`src/rtl/dq_sched_pkg.sv`:
```
// Shared types and default timing for the DQ column-command scheduler.
package dq_sched_pkg;

  typedef enum logic {MODE_RD, MODE_WR} dq_mode_e;

  localparam int DEF_BG_WIDTH     = 2;
  localparam int DEF_BK_WIDTH     = 2;
  localparam int DEF_COL_WIDTH    = 10;
  localparam int DEF_TWTR         = 10;
  localparam int DEF_TRTW         = 8;
  localparam int DEF_STARVE_LIMIT = 16;

  typedef struct packed {
    logic [DEF_BG_WIDTH-1:0]  bg;
    logic [DEF_BK_WIDTH-1:0]  bk;
    logic [DEF_COL_WIDTH-1:0] col;
  } cas_req_t;

endpackage

```
`src/rtl/turnaround_counter.sv`:
```
// Loadable saturating down-counter; zero means the turnaround gap has elapsed.
module turnaround_counter #(
  parameter int LOAD = 10
) (
  input  logic clk,
  input  logic rst,
  input  logic load,
  output logic zero
);
  localparam int W = (LOAD > 1) ? $clog2(LOAD) : 1;

  logic [W-1:0] cnt;

  // Loading LOAD-1 at the issue edge makes the opposite CAS legal exactly LOAD cycles later.
  always_ff @(posedge clk or negedge rst) begin
    if (!rst)               cnt <= '0;
    else if (load)          cnt <= W'(LOAD - 1);
    else if (cnt != '0)     cnt <= cnt - W'(1);
  end

  assign zero = (cnt == '0);

endmodule

```
`src/rtl/dq_cas_issue_arbiter.sv`:
```
// Picks the next RD/WR CAS for one channel: mode scheduling, turnaround, anti-starvation.
module dq_cas_issue_arbiter
  import dq_sched_pkg::*;
#(
  parameter int BG_WIDTH     = DEF_BG_WIDTH,
  parameter int BK_WIDTH     = DEF_BK_WIDTH,
  parameter int COL_WIDTH    = DEF_COL_WIDTH,
  parameter int tWTR         = DEF_TWTR,
  parameter int tRTW         = DEF_TRTW,
  parameter int STARVE_LIMIT = DEF_STARVE_LIMIT
) (
  input  logic                 clk,
  input  logic                 rst,
  input  logic                 rdReqValid,
  input  logic [BG_WIDTH-1:0]  rdReqBG,
  input  logic [BK_WIDTH-1:0]  rdReqBK,
  input  logic [COL_WIDTH-1:0] rdReqCol,
  output logic                 rdReqReady,
  input  logic                 wrReqValid,
  input  logic [BG_WIDTH-1:0]  wrReqBG,
  input  logic [BK_WIDTH-1:0]  wrReqBK,
  input  logic [COL_WIDTH-1:0] wrReqCol,
  output logic                 wrReqReady,
  input  logic                 wrDrainReq,
  input  logic                 chRdWrAvailable,
  output logic                 chRdWrACK,
  output logic                 CCDType,
  output logic                 casValid,
  output logic                 casIsWrite,
  output logic [BG_WIDTH-1:0]  casBG,
  output logic [BK_WIDTH-1:0]  casBK,
  output logic [COL_WIDTH-1:0] casCol
);
  localparam int SW = $clog2(STARVE_LIMIT + 1);

  typedef struct packed {
    logic [BG_WIDTH-1:0]  bg;
    logic [BK_WIDTH-1:0]  bk;
    logic [COL_WIDTH-1:0] col;
  } cas_t;

  dq_mode_e      mode, mode_nxt;
  logic [SW-1:0] starve_cnt;
  logic          at_limit, switch_mode, rd_fire, wr_fire, fire, opp_valid;
  logic          last_valid, cas_vld, cas_wr;
  logic [BG_WIDTH-1:0] last_bg, fire_bg;
  cas_t          cas_q;
  logic [1:0]    ta_load, ta_zero;

  // Index 0: write-to-read gap (tWTR), index 1: read-to-write gap (tRTW).
  assign ta_load = {rd_fire, wr_fire};

  for (genvar g = 0; g < 2; g++) begin : g_ta
    turnaround_counter #(.LOAD(g == 0 ? tWTR : tRTW)) u_ta (
      .clk  (clk),
      .rst  (rst),
      .load (ta_load[g]),
      .zero (ta_zero[g])
    );
  end

  assign at_limit = (starve_cnt == SW'(STARVE_LIMIT));

  // A pending switch always wins the cycle; the mode flips at the next edge.
  always_comb begin
    switch_mode = 1'b0;
    rd_fire     = 1'b0;
    wr_fire     = 1'b0;
    case (mode)
      MODE_RD: begin
        switch_mode = wrReqValid && (wrDrainReq || !rdReqValid || at_limit);
        rd_fire     = rst && !switch_mode && rdReqValid && chRdWrAvailable && ta_zero[0];
      end
      MODE_WR: begin
        switch_mode = rdReqValid && (!wrReqValid || !wrDrainReq || at_limit);
        wr_fire     = rst && !switch_mode && wrReqValid && chRdWrAvailable && ta_zero[1];
      end
      default: ;
    endcase
    mode_nxt = mode;
    if (switch_mode) mode_nxt = (mode == MODE_RD) ? MODE_WR : MODE_RD;
  end

  assign fire       = rd_fire | wr_fire;
  assign fire_bg    = wr_fire ? wrReqBG : rdReqBG;
  assign opp_valid  = wr_fire ? rdReqValid : wrReqValid;
  assign rdReqReady = rd_fire;
  assign wrReqReady = wr_fire;
  assign chRdWrACK  = fire;
  assign CCDType    = fire && (!last_valid || (fire_bg != last_bg));

  always_ff @(posedge clk or negedge rst) begin
    if (!rst) begin
      mode       <= MODE_RD;
      starve_cnt <= '0;
      last_valid <= 1'b0;
      last_bg    <= '0;
      cas_vld    <= 1'b0;
      cas_wr     <= 1'b0;
      cas_q      <= '0;
    end else begin
      mode    <= mode_nxt;
      cas_vld <= fire;
      if (mode_nxt != mode)                   starve_cnt <= '0;
      else if (fire && opp_valid && !at_limit) starve_cnt <= starve_cnt + SW'(1);
      if (fire) begin
        last_valid <= 1'b1;
        last_bg    <= fire_bg;
        cas_wr     <= wr_fire;
        cas_q      <= wr_fire ? cas_t'{wrReqBG, wrReqBK, wrReqCol}
                              : cas_t'{rdReqBG, rdReqBK, rdReqCol};
      end
    end
  end

  assign casValid   = cas_vld;
  assign casIsWrite = cas_wr;
  assign casBG      = cas_q.bg;
  assign casBK      = cas_q.bk;
  assign casCol     = cas_q.col;

endmodule
```
`config.mk`:
```
export PLATFORM = sky130hd
export DESIGN_NAME = dq_cas_issue_arbiter
export DESIGN_NICKNAME = d
export VERILOG_FILES = /design/src/rtl/dq_sched_pkg.sv /design/src/rtl/turnaround_counter.sv /design/src/rtl/dq_cas_issue_arbiter.sv
export SDC_FILE = /design/constraint.sdc
export NUM_CORES = 1
export LEC_CHECK = 0
export BUFFER_PORTS_ARGS = -buffer_cell sky130_fd_sc_hd__buf_2
export CELL_PAD_IN_SITES_DETAIL_PLACEMENT = 0
export CELL_PAD_IN_SITES_GLOBAL_PLACEMENT = 2
export CORE_MARGIN = 2
export CORE_UTILIZATION = 31
export CTS_BUF_LIST = sky130_fd_sc_hd__clkbuf_8
export CTS_CLUSTER_DIAMETER = 200
export DETAILED_ROUTE_END_ITERATION = 10
export HOLD_SLACK_MARGIN = 0.02
export PLACE_DENSITY_LB_ADDON = 0.1
export REMOVE_ABC_BUFFERS = 1
export SYNTH_ARGS = -nofsm -noshare
export SYNTH_HDL_FRONTEND = slang
export SYNTH_SLANG_ARGS = --single-unit
export TNS_END_PERCENT = 30
```
`constraint.sdc`:
```
create_clock -name clk -period 2.28 [get_ports clk]
set_input_delay 0 -clock clk [delete_from_list [all_inputs] [get_ports clk]]
set_output_delay 0 -clock clk [all_outputs]
set_load 0.01 [all_outputs]
```
# After elaboration in Yosys (flattened, before gate mapping)
# Cells that the tools add are included.
[word_totals]
ff_bits = 32
input_bits = 34
output_inout_bits = 20
elab_cells = 65
[classes]
n_addsub = 3
n_eq_ne = 3
n_mux = 14
n_bitwise = 2
n_reduce_logical = 32
[ops]
columns = ["op", "count"]
rows = [
  ["14-bit 2-to-1 mux", 1],
  ["1-bit logical AND", 13],
  ["5-bit 2-to-1 mux", 2],
  ["4-bit 2-to-1 mux", 2],
  ["1-bit logical NOT", 7],
  ["3-bit 2-to-1 mux", 2],
  ["2-bit nonzero test", 3],
  ["5-bit by 1-bit adder with 5-bit output, second input constant", 1],
  ["5-bit equality test, second input constant", 1],
  ["1-bit logical OR", 5],
  ["1-bit 2-to-1 mux", 5],
  ["4-bit logical NOT", 1],
  ["4-bit nonzero test", 1],
  ["4-bit by 1-bit subtractor with 4-bit output, second input constant", 1],
  ["3-bit logical NOT", 1],
  ["3-bit nonzero test", 1],
  ["3-bit by 1-bit subtractor with 3-bit output, second input constant", 1],
  ["2-bit 2-to-1 mux", 1],
  ["2-bit != test", 1],
  ["1-bit case mux with 2 select lines", 1],
  ["1-bit != test", 1],
  ["1-bit inverter", 1],
  ["1-bit OR", 1],
]

# Longest topological paths before layout
# Gate-level depths: netlist (run 1).
[depth]
depth_word = 15
mapped_depth = 9
mapped_depth_nobuf = 8

# Cells and area by module
# From an unflattened synthesis (run 1), not the netlist that was laid out.
[hier_totals]
hier_cells = 172
hier_area_um2 = 1689.1
[modules_own_cells]
columns = ["mod", "instances", "cells_each", "area_each_um2", "seq_area_each_um2"]
rows = [
  ["dq_cas_issue_arbiter", 1, 134, 1288.7, 575.6],
  ["turnaround_counter (g_ta[0].u_ta)", 1, 21, 220.2, 100.1],
  ["turnaround_counter (g_ta[1].u_ta)", 1, 17, 180.2, 75.1],
]

# Least setup slack after synthesis (run 1)
# No wires, ideal clock.
[synth_timing]
path_type = "reg2reg"
from = "register g_ta[0].u_ta.cnt[0]"
to = "register starve_cnt[4]"
setup_time_ns = 0.078
t_arrival_ns = 1.994
required_time_ns = 2.202
slack_ns = 0.209
path_stages_with_launch = 9
n_path_buf = 1
synth_period_minus_slack_ns = 2.071
path_cell_list = "dfrtp_1 inv_1 ha_1 or3b_4 nor2_4 a22oi_1 buf_6 or4_1 a21oi_1"
[synth_between]
elab_chain_cells = 7
[synth_lines]
columns = ["element", "line_no", "source"]
rows = [
  ["start: declaration", "turnaround_counter.sv:12", "logic [W-1:0] cnt;"],
  ["start signal: assignment", "turnaround_counter.sv:17", "else if (load) cnt <= W'(LOAD - 1);"],
  ["start signal: assignment", "turnaround_counter.sv:18", "else if (cnt != '0) cnt <= cnt - W'(1);"],
  ["4-bit logical NOT", "turnaround_counter.sv:21", "assign zero = (cnt == '0);"],
  ["1-bit logical AND", "dq_cas_issue_arbiter.sv:72", "rd_fire = rst && !switch_mode && rdReqValid && chRdWrAvailable && ta_zero[0];"],
  ["1-bit 2-to-1 mux", "dq_cas_issue_arbiter.sv:69", "case (mode)"],
  ["1-bit OR", "dq_cas_issue_arbiter.sv:84", "assign fire = rd_fire | wr_fire;"],
  ["1-bit logical AND (2 in a row)", "dq_cas_issue_arbiter.sv:105", "else if (fire && opp_valid && !at_limit) starve_cnt <= starve_cnt + SW'(1);"],
  ["2-bit nonzero test (no line)", "n/a", ""],
  ["end signal: assignment", "dq_cas_issue_arbiter.sv:105", ""],
  ["end: declaration", "dq_cas_issue_arbiter.sv:43", "logic [SW-1:0] starve_cnt;"],
]
# No other way between the ends.
# A chain may end at the register's enable or synchronous reset.

# Worst setup path in the final report (run 1)
[layout_timing]
from = "register g_ta[0].u_ta.cnt[0]"
to = "output port CCDType"
[layout_between]
elab_chain_cells = 5
[layout_lines]
columns = ["element", "line_no", "source"]
rows = [
  ["4-bit logical NOT", "turnaround_counter.sv:21", ""],
  ["1-bit logical AND", "dq_cas_issue_arbiter.sv:72", ""],
  ["1-bit 2-to-1 mux", "dq_cas_issue_arbiter.sv:69", ""],
  ["1-bit OR", "dq_cas_issue_arbiter.sv:84", ""],
  ["1-bit logical AND", "dq_cas_issue_arbiter.sv:90", "assign CCDType = fire && (!last_valid || (fire_bg != last_bg));"],
  ["end: declaration", "dq_cas_issue_arbiter.sv:27", "output logic CCDType,"],
]
# No other way between the ends.

==> reports/metrics.cfg, run 1 <==
[logic_synthesis]
syn_avg_cell_area_sq_um=9.708
seq_area_frac_synth_pct=46.58
synth_cell_type_count=37
synthArstFlopShare_pct=100.0
syn_area_sq_um=1612
synth_flop_cell=dfrtp_1
netlist.area_leader.share_pct=46.58
synth_edf_count=0
synth_top_area_cell=dfrtp_1
yosysWarningCount=0
syn-instance-count=166
synthTopCellsByArea=dfrtp_1 (47%), mux2i_1 (9.9%), o21ai_0 (6.5%), nand2_1 (5.4%), ha_1 (3.9%)
synth_seq_cells=30

[global_route]
overflow=0
antenna_found_initial=0
use_met2_pct=25.71
grt_pass1_wl_microns=7113
grtUsageMet1_pct=18.83
grt_use_met3_pct=4.621
grt_max_degree=18
track_usage_pct=15.21
grt_pass1_vias=1518
busiest_layer=met2

[place]
dp_cells=291
gp_congestion=0.7290
hpwl_microns=2867
post_dp_cell_area_sq_um=1989
portBuffers=53
preCtsSetupSlack_ns=0.1678

[flow_run]
drv_cap=0

[finish]
final_cell_area_sq_um=2369
nNetsFinal=294
num_antenna_cells=0
area_delta_synth_final_pct=46.97
drive_gt1_share_pct=30.47
utilization_pct=46.67
fillers=515
fin_cells=326

[sta]
fmax_mhz=470.1
min_period_over_period_pct=93.31
slew_violations=0
final.setup.worst_slack_ns=0.1526
final-setup-viol-count=0
relSlewSlack_pct=62.19
final.min_clock_period_ns=2.127
tightest_slew_ns=0.5646
fin_tns_setup_ns=0
fin_skew_ns=0.004222
hold_violations=0
rsz0062_at_grt=false

[clock_tree]
clkSinkCount=30
cts_made_buffers=5
cts_max_level=2
clock_latency_ns=0.28
cts_tree=yes
clockRootBuffer=clkbuf_8
clockBufferDepth=2
clk_pin_slew_worst_paths_ns=0.06

[floorplan]
die_h_microns=76.10
start_util_pct=31.76
row_count=26
fp.dieW_microns=76.10
ios=54
coreArea_sq_um=5075
die_area_sq_um=5791

[power_and_ir_drop]
p_leak_uw=0.001221
power_density_nw_per_um2=833.1
peakVddDrop_v=0.0004137

[drt]
drtIter0Drc=65
vias=1514
drt_pass1_iterations=5
drt_drc_violations_left=0
antenna_left=0
wire_per_inst_microns=12.51
viasPerCell=4.644
drt_wl_total_microns=4079

[setup_path]
crit_chain=inv_1 -> ha_1 -> or3b_4 -> nor2_4 -> a22oi_2 -> buf_4 -> a41oi_1 -> buf_2
cp-end-kind=output port
cpPeakStageDelay_ns=0.44
worst_path_max_delay_cell=or3b_4
required_ns=2.28
critPathKind=reg2out
crit_fanout=5
cp_data_arrival_time_ns=2.13
startpoint_type=flip-flop

[hold_path]
min-delay-path-class=in2reg

[status]
outcome=completed

[cell usage after synthesis (2+ instances only)]
master and number:
o21ai_2 2, o21ai_0 21, xnor2_1 3, ha_1 5, nand2_1 23, nor2b_1 5
a21oi_1 6, o211ai_1 3, clkbuf_1 2, mux2i_1 16, o31ai_1 3, or4_1 3
nand3_1 5, dfrtp_1 30, nand2b_1 4, nor2_1 5, inv_1 10
[cell usage in the layout, fill, tap and decap left out, drive strengths merged]
master / Yosys / layout
a211o: 1 / 1
a211oi: 1 / 1
a21oi: 6 / 6
a22oi: 1 / 1
a41oi: 1 / 1
and4bb: 1 / 1
buf: 3 / 61
clkbuf: 2 / 6
clkinv: 0 / 1
dfrtp: 30 / 30
dlygate4sd3: 0 / 26
ha: 5 / 5
inv: 10 / 11
mux2i: 16 / 16
nand2: 24 / 24
nand2b: 4 / 4
nand3: 5 / 5
nand3b: 1 / 1
nand4: 1 / 1
nand4b: 1 / 1
nor2: 6 / 6
nor2b: 5 / 5
nor3: 1 / 1
o211a: 1 / 1
o211ai: 3 / 3
o21a: 1 / 1
o21ai: 23 / 23
o31ai: 3 / 3
or2: 1 / 1
or3: 1 / 1
or3b: 1 / 1
or4: 3 / 3
xnor2: 3 / 3
xor2: 1 / 1
[per-stage QoR]
stage	hold WS [ns]	power [uW]
floorplan	-0.2956	1254
finish	0.02774	1973
global route	0.04059	2146
detailed placement	0.01247	1510
CTS	0.02301	2002
global placement	0.01400	1489
[final cells by class]
| cell class | count | area, sq um | share of cell area [%] |
|---|---|---|---|
| Clock inverter | 2 | 8.758 | 0.3698 |
| Sequential cell | 30 | 750.7 | 31.70 |
| Timing Repair Buffer | 87 | 585.6 | 24.72 |
| Multi-Input combinational cell | 121 | 815.8 | 34.44 |
| Inverter | 10 | 37.54 | 1.585 |
| Clock buffer | 6 | 82.58 | 3.487 |
| Tap cell | 70 | 87.58 | 3.698 |
[worst max-delay path, delay by kind of cell, from the launching register on]
kind                       cells  cell delay, ns
AOI/OAI and AO/OA              2            0.26
adders and majority gates      1            0.20
and+or+nand+nor                2            0.58
buffers and inverters          3            0.41
DFF                            1            0.40
[path summary, 6_finish.rpt]
check                                     from                  end  slack [ns]  depth (start not counted)
max                        g_ta[0].u_ta.cnt[0]              CCDType        0.15                          8
min                                rdReqCol[7]            casCol[7]        0.03                          3
max reg2reg                g_ta[0].u_ta.cnt[0]        starve_cnt[3]        0.19                          7
min reg2reg                         last_valid           last_valid        0.47                          1
max in group asynchronous                  rst            casCol[3]        1.84                          3
min in group asynchronous                  rst  g_ta[0].u_ta.cnt[1]        0.25                          3
[repair_timing]
item	4_1_cts	5_1_grt
hold buffers	26	0
endpoints found under the hold margin	45	0
resized for setup	0	6
buffers inserted	0	1
setup endpoints to repair	0	3
[flip-flops by register name, summed over array words and instances, names as in the netlist]
signal and cells:
casBK 2, casCol 10, casIsWrite 1, casValid 1, g_ta.u_ta.cnt 7, last_bg 2
last_valid 1, mode 1, starve_cnt 5
[cells by family (layout without fill, tap and decap cells)]
group | Yosys count | count (layout) | synth area share, %
AO/OA/AOI/OAI | 41 | 41 | 15.37
XOR/XNOR | 4 | 4 | 2.174
adder cells (fa/ha/maj) | 5 | 5 | 3.882
buffers and inverters | 15 | 105 | 4.037
flip-flops | 30 | 30 | 46.58
multiplexers | 16 | 16 | 9.938
AND/OR/NAND/NOR | 55 | 55 | 18.01
[power breakdown]
| part | internal (uW) | switching, uW | total [uW] |
|---|---|---|---|
| sequential | 718 | 115 | 833 |
| combinational | 358 | 341 | 699 |
| clock | 239 | 202 | 441 |
[layer usage]
layer  vias up  share of wire (%)
met2        37                 50
met4         0               0.27
met5         -                  0
met1       720                 45
met3         2                4.5
li1        755                  -
(Power assumes the default switching activity.)
==> run 2, diff against run 1 <==
Settings changed: BUFFER_PORTS_ARGS -buffer_cell sky130_fd_sc_hd__buf_2 to -buffer_cell sky130_fd_sc_hd__clkbuf_2.
==> reports/metrics.cfg, run 2 (same netlist as run 1, synthesis figures left out) <==
[floorplan]
row_count=26
ios=54
fp.dieW_microns=76.10
die_area_sq_um=5791
coreArea_sq_um=5075
die_h_microns=76.10
start_util_pct=31.76

[clock_tree]
cts_tree=yes
clk_pin_slew_worst_paths_ns=0.07
clock_latency_ns=0.28
clockBufferDepth=2
clkSinkCount=30
clockRootBuffer=clkbuf_8
cts_made_buffers=5
cts_max_level=2

[finish]
layout_common_cells=clkbuf_2 (53), dfrtp_1 (30), dlygate4sd3_1 (25), nand2_1 (22), o21ai_0 (21)
final_common_cell=clkbuf_2
final_cell_area_sq_um=2361
fillers=509
num_antenna_cells=0
area_delta_synth_final_pct=46.51
drive_gt1_share_pct=30.47
nNetsFinal=294
largest_register_ffs=10

[sta]
final.setup.worst_slack_ns=0.1162
final.min_clock_period_ns=2.164
rsz0062_at_grt=false
relSlewSlack_pct=62.10
fin_skew_ns=0.008710
final-setup-viol-count=0
hold_violations=0
fmax_mhz=462.2
fin_tns_setup_ns=0
tightest_slew_ns=0.5661
min_period_over_period_pct=94.90
slew_violations=0

[place]
post_dp_cell_area_sq_um=1989
gp_congestion=0.7117
hpwl_microns=2894
portBuffers=53
preCtsSetupSlack_ns=0.1879

[global_route]
busiest_layer=met2
grt_pass1_vias=1503
grt_pass1_wl_microns=6720
overflow=0
track_usage_pct=14.38
grt_use_met3_pct=4.147
grtUsageMet1_pct=17.33
antenna_found_initial=0
grt_max_degree=18
use_met2_pct=24.29

[power_and_ir_drop]
peakVddDrop_v=0.0003946
p_leak_uw=0.001215
power_density_nw_per_um2=835.9

[setup_path]
required_ns=2.28
cpPeakStageDelay_ns=0.43
cp-end-kind=output port
startpoint_type=flip-flop
critPathKind=reg2out
cp_data_arrival_time_ns=2.16
worst_path_max_delay_cell=or3b_4
crit_chain=inv_1 -> ha_1 -> or3b_4 -> nor2_4 -> a22oi_2 -> buf_4 -> a41oi_1 -> clkbuf_2
crit_fanout=5

[flow_run]
drv_cap=0

[drt]
drt_pass1_iterations=4
vias=1490
antenna_left=0
drt_drc_violations_left=0
drt_wl_total_microns=3924
wire_per_inst_microns=12.04
viasPerCell=4.571
drtIter0Drc=23

[hold_path]
min-delay-path-class=in2reg

[status]
outcome=completed

==> run 2: layout make-up <==
type                       instances  area (sq um)  share of cell area, %
timing repair buffer              87         583.1                  24.70
clock inverter                     2         8.758                 0.3710
inverter                          10         37.54                  1.590
multi-input combinational        121         810.8                  34.34
tap                               70         87.58                  3.710
clock buffer                       6         82.58                  3.498
sequential                        30         750.7                  31.80
==> run 2: worst max-delay path, delay by kind of cell (launching register included) <==
family                     cells  cell delay [ns]
DFF                            1             0.40
AOI/OAI and AO/OA              2             0.28
and+or+nand+nor                2             0.57
buffers and inverters          3             0.42
adders and majority gates      1             0.20
==> run 2: path summary, 6_finish.rpt <==
check / depth (start not counted) / end / startpoint / slack [ns]
setup / recovery: 8 / CCDType / g_ta[0].u_ta.cnt[0] / 0.12
hold / removal: 3 / casCol[7] / rdReqCol[7] / 0.03
setup reg to reg: 7 / starve_cnt[4] / g_ta[0].u_ta.cnt[0] / 0.20
hold reg to reg: 1 / last_valid / last_valid / 0.48
max in group asynchronous: 3 / casCol[4] / rst / 1.83
min in group asynchronous: 3 / g_ta[0].u_ta.cnt[1] / rst / 0.26
==> run 2: layer usage <==
| metal | vias up | wire [microns] |
|---|---|---|
| met5 | - | 0 |
| met4 | 0 | 59 |
| met3 | 7 | 207 |
| met2 | 40 | 1877 |
| met1 | 686 | 1780 |
| li1 | 757 | - |
==> run 2: power by group <==
part           total [uW]  switching (uW)  internal, uW
clock                 438             199           239
sequential            838             120           718
combinational         698             344           354
total                1970             662          1310
==> run 2: through the flow <==
step	instances	util, %	hold WS, ns	total power, uW
floorplan	161	-	-0.2956	1254
global placement	291	39.20	0.01897	1493
detailed placement	291	39.20	0.02278	1516
CTS	324	45.93	0.02195	2004
global route	326	46.52	0.06056	2148
finish	326	46.52	0.02895	1973
==> run 2: timing repair <==
item / CTS / global route
endpoints found under the setup margin: 0 / 1
gates resized for setup: 0 / 3
hold endpoints to repair: 45 / 0
setup buffers: 0 / 2
hold buffers: 25 / 0
==> run 3, diff against run 2 <==
Settings changed: SETUP_SLACK_MARGIN set to 0.4, SLEW_MARGIN set to 30.
==> reports/metrics.cfg, run 3 (same netlist as run 1, synthesis figures left out) <==
[status]
outcome=completed

[global_route]
track_usage_pct=15.36
overflow=0
antenna_found_initial=0
grt_pass1_vias=1589
grt_max_degree=18
grt_pass1_wl_microns=7203

[drt]
drt_drc_violations_left=0
drt_wl_total_microns=4142
antenna_left=0
vias=1518
drt_pass1_iterations=2
drtIter0Drc=42
viasPerCell=4.572
wire_per_inst_microns=12.48

[sta]
final.setup.worst_slack_ns=0.2678
relSlewSlack_pct=65.39
final-setup-viol-count=0
tightest_slew_ns=0.5047
slew_violations=0
final.min_clock_period_ns=2.012
min_period_over_period_pct=88.25
rsz0062_at_grt=true
fin_hold_ws_ns=0.02810
fmax_mhz=497.0
fin_tns_setup_ns=0
fin_skew_ns=0.01048
hold_violations=0

[clock_tree]
cts_tree=yes
clockBufferDepth=2
cts_made_buffers=5
clockRootBuffer=clkbuf_8
clk_pin_slew_worst_paths_ns=0.06
clock_latency_ns=0.28
cts_max_level=2
clkSinkCount=30

[setup_path]
crit_path_start=g_ta[0].u_ta.cnt[0]
worst_path_max_delay_cell=dfrtp_1
r2r_start=g_ta[0].u_ta.cnt[0]
cpPeakStageDelay_ns=0.40
cp_data_arrival_time_ns=2.01
crit_chain=inv_2 -> ha_4 -> or3b_4 -> nor2_4 -> a22oi_2 -> buf_6 -> a41oi_2 -> buf_2
rr_endpoint=starve_cnt[2]
critPathKind=reg2out
startpoint_type=flip-flop
crit_fanout=5
cp-end-kind=output port
ff2ff_path_depth=7
required_ns=2.28
rrSetupSlack_ns=0.31

[finish]
drive_gt1_share_pct=36.64
fin_cells=332
num_antenna_cells=0
final_common_cell=clkbuf_2
nNetsFinal=300
area_delta_synth_final_pct=53.65
fillers=507
layout_common_cells=clkbuf_2 (52), dfrtp_1 (30), dlygate4sd3_1 (24), nand2_1 (22), o21ai_0 (20)
largest_register_ffs=10
final_cell_area_sq_um=2476

[hold_path]
min_from=rdReqCol[7]
whs_path_depth=3
min-delay-path-class=in2reg
whs_endpoint=casCol[7]

[power_and_ir_drop]
p_sw_uw=696.4
p_int_uw=1358
p_leak_uw=0.001252
seqPwrFrac_pct=40.9
clkPwrFrac_pct=21.3
power_frac_comb_pct=37.8
switching_share_pct=33.90
power_density_nw_per_um2=829.5
peakVddDrop_v=0.0003959

[floorplan]
coreArea_sq_um=5075
fp.dieW_microns=76.10
ios=54
start_util_pct=31.76
die_area_sq_um=5791
row_count=26
die_h_microns=76.10

[place]
gp_congestion=0.7117
post_dp_cell_area_sq_um=1989
portBuffers=53
hpwl_microns=2894
preCtsSetupSlack_ns=0.1879
dp_cells=291

[flow_run]
drv_cap=0

==> run 3: worst max-delay path by stage <==
stage                     slack (ns)            end  cells past startpoint
after global placement          0.23  starve_cnt[4]                      7
after floorplan                 0.12        CCDType                      8
after CTS                       0.24        CCDType                      8
after global routing            0.17        CCDType                      8
after detailed placement        0.19  starve_cnt[3]                      7
final                           0.27        CCDType                      8
==> run 3: routing by layer <==
metal  global-route usage [%]  up-vias  wire [microns]  share of wire, %
met3                    4.028        6             202               4.9
met4                    5.636        0              47               1.1
li1                         -      768               -                 -
met5                        0        -               0                 0
met2                    26.52       38            2067                50
met1                    18.46      706            1824                44
==> run 3: power groups by stage <==
| stage | combinational (uW) | sequential [uW] | clock [uW] |
|---|---|---|---|
| after floorplan | 374 | 880 | 0 |
| after global placement | 654 | 839 | 0 |
| after detailed placement | 674 | 842 | 0 |
| after CTS | 763 | 838 | 455 |
| after global routing | 871 | 873 | 486 |
| final | 776 | 840 | 438 |
==> run 3: cell type report <==
class	instances	area (sq um)	area share, %
clock inverters	2	8.758	0.3537
clock buffers	6	82.58	3.335
multi-input cells	121	877.1	35.42
repair buffers	93	629.4	25.42
flip-flops and latches	30	750.7	30.32
well taps	70	87.58	3.537
inverters	10	40.04	1.617
==> run 3: metrics by stage <==
step	total power (uW)	utilization, %
2_1_floorplan	1254	-
3_3_place_gp	1493	39.20
3_5_place_dp	1516	39.20
4_1_cts	2057	48.10
5_1_grt	2231	48.79
6_report	2054	48.79
==> run 3: worst max-delay path: cells and delay by family (launching register included) <==
kind	cells	cell delay (ns)
simple gates	2	0.54
buf+inv	3	0.41
compound gates	2	0.25
fa+ha+maj	1	0.13
flops	1	0.40
==> run 3: timing repair <==
action,4_1_cts,5_1_grt
setup endpoints to repair,28,24
resized for setup,18,6
buffers inserted,8,1
hold buffers,24,0
pin swaps,10,5
hold endpoints to repair,45,0
